[src/rtl/tl_cntr.sv]
// Two-street traffic-light controller (Moore FSM) for streets A and B.
// Optional feature macro: TL_YELLOW_HOLD_EN. When it is defined, each yellow
// phase is stretched to YELLOW_CYCLES clocks by an 8-bit counter. When it is
// undefined, each yellow phase lasts exactly one clock.
//
// state | meaning
// S0    | A green,  B red    (held while Ta=1)
// S1    | A yellow, B red
// S2    | A red,    B green  (held while Tb=1)
// S3    | A red,    B yellow
module tl_cntr #(
  parameter int YELLOW_CYCLES = 3
) (
  input  logic       clk,
  input  logic       reset,
  input  logic       Ta,
  input  logic       Tb,
  output logic [1:0] La,
  output logic [1:0] Lb
);

  typedef enum logic [1:0] {
    S0 = 2'b00,
    S1 = 2'b01,
    S2 = 2'b10,
    S3 = 2'b11
  } state_t;

  localparam logic [1:0] GREEN  = 2'b00;
  localparam logic [1:0] YELLOW = 2'b01;
  localparam logic [1:0] RED    = 2'b10;

  state_t state;
  state_t state_next;
  logic   yellow_done;
  logic   s1_next;
  logic   s0_next;

`ifdef TL_YELLOW_HOLD_EN
  localparam logic [7:0] YEL_LAST = 8'(YELLOW_CYCLES - 1);

  logic [7:0] yel_cnt;

  // Count clocks spent in a yellow state; clear on the advancing edge and outside yellow.
  always_ff @(posedge clk) begin
    if (reset) begin
      yel_cnt <= 8'd0;
    end else if ((state == S1) || (state == S3)) begin
      yel_cnt <= yellow_done ? 8'd0 : yel_cnt + 8'd1;
    end else begin
      yel_cnt <= 8'd0;
    end
  end

  assign yellow_done = (yel_cnt == YEL_LAST);
`else
  assign yellow_done = 1'b1;
`endif

  // State register; reset wins over sensors and any yellow count.
  always_ff @(posedge clk) begin
    if (reset) begin
      state <= S0;
    end else begin
      state <= state_next;
    end
  end

  // Gate-level next state; the yellow states (state[0]=1) wait for the hold to expire.
  always_comb begin
    state_next = state;
    s1_next    = state[1] ^ state[0];
    s0_next    = (~state[0] & ~state[1] & ~Ta) | (~state[0] & state[1] & ~Tb);
    if (state[0] && !yellow_done) begin
      state_next = state;
    end else begin
      state_next = state_t'({s1_next, s0_next});
    end
  end

  // Lamp decode from state only; at most one street is ever non-red.
  always_comb begin
    La = RED;
    Lb = RED;
    case (state)
      S0: begin La = GREEN;  Lb = RED;    end
      S1: begin La = YELLOW; Lb = RED;    end
      S2: begin La = RED;    Lb = GREEN;  end
      S3: begin La = RED;    Lb = YELLOW; end
      default: begin La = RED; Lb = RED; end
    endcase
  end

endmodule

[config.mk]
export PLATFORM = sky130hd
export DESIGN_NAME = tl_cntr
export DESIGN_NICKNAME = d
export VERILOG_FILES = /design/src/rtl/tl_cntr.sv
export SDC_FILE = /design/constraint.sdc
export NUM_CORES = 1
export LEC_CHECK = 0
export ABC_AREA = 0
export ABC_CLOCK_PERIOD_IN_PS = 3000
export CAP_MARGIN = 25
export CORE_AREA = 5 5 42 44
export DETAILED_ROUTE_END_ITERATION = 16
export DIE_AREA = 0 0 47 49
export GPL_TIMING_DRIVEN = 0
export HOLD_SLACK_MARGIN = 0.15
export PLACE_DENSITY = 0.38
export SLEW_MARGIN = 20
export SYNTH_ARGS = -nofsm -noshare
export SYNTH_HDL_FRONTEND = slang
export SYNTH_SLANG_ARGS = --single-unit
[constraint.sdc]
create_clock -name clk -period 3 [get_ports clk]
set_clock_uncertainty 0.2 [all_clocks]
set_input_delay 0.45 -clock clk [delete_from_list [all_inputs] [get_ports clk]]
set_output_delay 0.45 -clock clk [all_outputs]
set_load 0.01 [all_outputs]
## Word level (Yosys, flattened, before mapping)

Index checks and enable logic that the tools add are counted.
W data, S select, Z words.

- Flip-flop bits (word level): 2
- Output and inout bits: 4
- Input port bits: 4

- Equal/unequal tests: 3
- Reduce and logical (&&, ||, !) cells: 3
- Multiplexer cells: 2
- Bitwise logic cells: 10

Operator list:

| cell | number |
|---|---|
| $pmux W2 S3 | 2 |
| $and A1 B1 Y1 | 4 |
| $eq A2 B2 Y1 const B | 2 |
| $not A1 Y1 | 4 |
| $reduce_or A2 Y1 | 2 |
| $eq A2 B1 Y1 const B | 1 |
| $logic_not A2 Y1 | 1 |
| $or A1 B1 Y1 | 1 |
| $xor A1 B1 Y1 | 1 |

## Logic depth before layout (Yosys ltp)

- Depth in word-level cells: 4
- Mapped depth: 4
- Depth with buffers taken out: 4

## Worst setup path before layout

Ideal clock, no wire load.

- Kind: flip-flop to output port
- From: reg state[0]
- To: out Lb[1]
- Data arrival time: 0.900 ns
- Cell stages (with the launch flop): 5
- Buffers on the path: 0
- Setup slack: 1.450 ns
- Data required time: 2.350 ns
- Cell sequence: dfxtp_1 -> inv_1 -> ha_1 -> or2_4 -> inv_2

- Word-level cells in the longest chain between the ends: 3

Ends and longest elaborated chain:

| item | line | source |
|---|---|---|
| start: declaration | 33 | `state_t state;` |
| start signal: assignment | 65 | `state <= state_next;` |
| $eq A2 B1 Y1 or $logic_not A2 Y1 (tied branches) | 85 | `case (state)` |
| $reduce_or A2 Y1 (no line) | n/a |  |
| $pmux W2 S3 * | 85 |  |
| end: declaration | 19 | `output logic [1:0] Lb` |

Mark *: on every way between the ends. The rest lies on a longest branch, timed or not.

## Worst setup path in the final report

Ends and elaborated chain as after synthesis.

==> flow_summary.json <==
{
  "status": "complete, no violations",
  "avgSynthCellArea_um2": 9.563,
  "clock-sinks": 2,
  "synth_nets": 22,
  "stdcell_area_um2": 246.5,
  "setup_viol": 0,
  "period_share_pct": 76.99,
  "initial_utilization_pct": 9.554,
  "ys_top_cells_by_area": "ha_1 37%, dfxtp_1 30%, nand2b_1 9.3%",
  "power_switching_uw": 31.31,
  "cp-start-kind": "flip-flop",
  "synth_cells": 14,
  "relSlewSlack_pct": 91.93,
  "worstSetupEndpointType": "primary output",
  "dp_slack_ps": 902.5,
  "drive_gt1_share_pct": 20.83,
  "top_level_ports": 8,
  "drt_iter0_drc": 1,
  "dieArea_mm2": 0.002303,
  "setup_ws_ps": 690.3,
  "final_net_count": 34,
  "overflow": 0,
  "ant_nets": 0,
  "area_growth_pct": 84.11,
  "ys_seq_elements": 2,
  "vias": 115,
  "period_minus_slack_ps": 2310,
  "required_ps": 2350,
  "grt_pass1_wl_um": 462,
  "core_mm2": 0.001401,
  "largest_reg_flops": 2,
  "r2r_setup_slack_ps": 1860,
  "rsz0062_at_grt": "false",
  "final-hold-violation-count": 0,
  "dr.pass1.iters": 2,
  "maxCapViolCount": 0,
  "finalSetupTns_ps": 0,
  "remaining_drc_errors": 0,
  "r2r.worst_path.cells": 3,
  "dpl_cell_area_um2": 224.0,
  "crit_fanout": 3,
  "synth_top_cell_by_area": "ha_1",
  "n_antenna_cell": 0,
  "power_density_mw_per_mm2": 517.1,
  "hpwl_um": 220.5,
  "yosysUniqueCellTypes": 8,
  "hold_path.class": "flip-flop to flip-flop",
  "async_reset_ff_share_pct": 0,
  "synth_edf_count": 0,
  "wirelength_um": 271,
  "p_leak_uw": 0.0001061,
  "cts_buffer_depth": 2,
  "post_cts_buffers": 0,
  "path_class": "flip-flop to primary output",
  "cts_tree": "done",
  "antenna_found_initial": 0,
  "power_frac_seq_pct": 25.6,
  "p_int_uw": 96.15,
  "grt_max_degree": 4,
  "arrival_ps": 1660,
  "top_register": "state",
  "grt.total_usage_pct": 3.305,
  "grt_pass1_vias": 130,
  "cts_root_buf": "clkbuf_4",
  "die_w_um": 47,
  "reg2reg_to": "state[1]$_SDFF_PP0_",
  "fmax_mhz": 433.0,
  "yosys-top-cells-count": "4 x ha_1, 2 x dfxtp_1, 2 x inv_1, 2 x nand2b_1",
  "finalWeightedCongestion": 0.6183,
  "r2r_start": "state[0]$_SDFF_PP0_",
  "top_regs": "state: 2 flops",
  "wl_per_cell_um": 6.775,
  "die_y_um": 49,
  "viasPerCell": 2.875,
  "ys_seq_area_share_pct": 29.91,
  "hold_buffers": 0,
  "clk_latency_ps": 220,
  "synth_area_um2": 133.9,
  "hold_depth": 3,
  "worstMarginPinSlew_ps": 120.6,
  "yosys_warnings": 0,
  "cts_resized": 0,
  "clock_power_share_pct": 46.7,
  "htreeDepth": 1,
  "rows": 14,
  "min_to": "state[1]$_SDFF_PP0_",
  "yosysMostFrequentCell": "ha_1",
  "port_buffers": 7,
  "swShare_pct": 24.56,
  "numCtsBuffers": 3,
  "yosysTopAreaCellShare_pct": 37.38,
  "synthFlopType": "dfxtp_1",
  "drv_slew": 0,
  "power_frac_comb_pct": 27.7,
  "fillers": 159,
  "clk_pin_slew_worst_paths_ps": 30,
  "hold_start": "state[1]$_SDFF_PP0_",
  "ir_worst_vdd_v": 0.0001714
}
## logic make-up after synthesis
kind of cell	count (synthesis)	share of synthesized area (%)
compound gates	1	3.735
fa+ha+maj	4	37.38
buf+inv	3	8.411
flops	2	29.91
simple gates	4	20.56
## area by class of cell
type / count / area, µm² / area share (%)
inverter: 3 / 11.26 / 4.569
clock buffer: 3 / 22.52 / 9.137
tap: 16 / 20.02 / 8.122
multi-input combinational: 9 / 82.58 / 33.50
sequential: 2 / 40.04 / 16.24
timing repair buffer: 7 / 70.07 / 28.43
## cell usage in the layout, fill, tap and decap left out, drive strengths merged
master	n
a21oi	1
ha	4
clkdlybuf4s50	7
or2	1
inv	3
nand2b	2
dfxtp	2
clkbuf	3
nor2b	1
## layer usage
layer / up-vias / GRT usage (%) / part of all wire [%] / routed length, µm
li1: 61 / - / - / -
met1: 47 / 3.063 / 44 / 118
met2: 7 / 4.072 / 42 / 114
met3: 0 / 1.107 / 14 / 38
met4: 0 / 5.530 / 0 / 0
met5: - / 0 / 0 / 0
## stage by stage
| step | instances | hold slack, ps | util (%) | total power, µW |
|---|---|---|---|---|
| final | 40 | 459.0 | 17.59 | 127.5 |
| after global routing | 40 | 531.0 | 17.59 | 138.9 |
| after CTS | 40 | 466.1 | 17.59 | 133.3 |
| after detailed placement | 37 | 452.0 | 15.98 | 68.91 |
| after global placement | 37 | 455.5 | 15.98 | 68.58 |
| after floorplan | 14 | 319.1 | - | 50.49 |
## power groups by stage
stage / sequential, µW / clock [µW] / combinational (µW)
3_3_place_gp: 33.0 / 0 / 35.6
2_1_floorplan: 32.5 / 0 / 18.0
6_report: 32.6 / 59.5 / 35.3
5_1_grt: 33.6 / 65.9 / 39.4
3_5_place_dp: 33.1 / 0 / 35.8
4_1_cts: 32.7 / 64.6 / 36.0
## how the worst max path moves through the flow
stage                              from  endpoint  slack, ps  cells past startpoint
global route        state[0]$_SDFF_PP0_     Lb[1]        560                      5
detailed placement  state[0]$_SDFF_PP0_     Lb[1]        900                      5
global placement    state[0]$_SDFF_PP0_     Lb[1]        930                      5
finish              state[0]$_SDFF_PP0_     Lb[1]        690                      5
CTS                 state[0]$_SDFF_PP0_     Lb[1]        660                      5
floorplan           state[0]$_SDFF_PP0_     Lb[1]       1450                      4
## worst max-delay path, stage by stage (launching register included)
cell and delay, ps:
dfxtp_1 350, inv_1 70, ha_1 220, or2_4 240, inv_2 40, clkdlybuf4s50_1 520
Note: power is estimated with default switching activity, not from simulation.
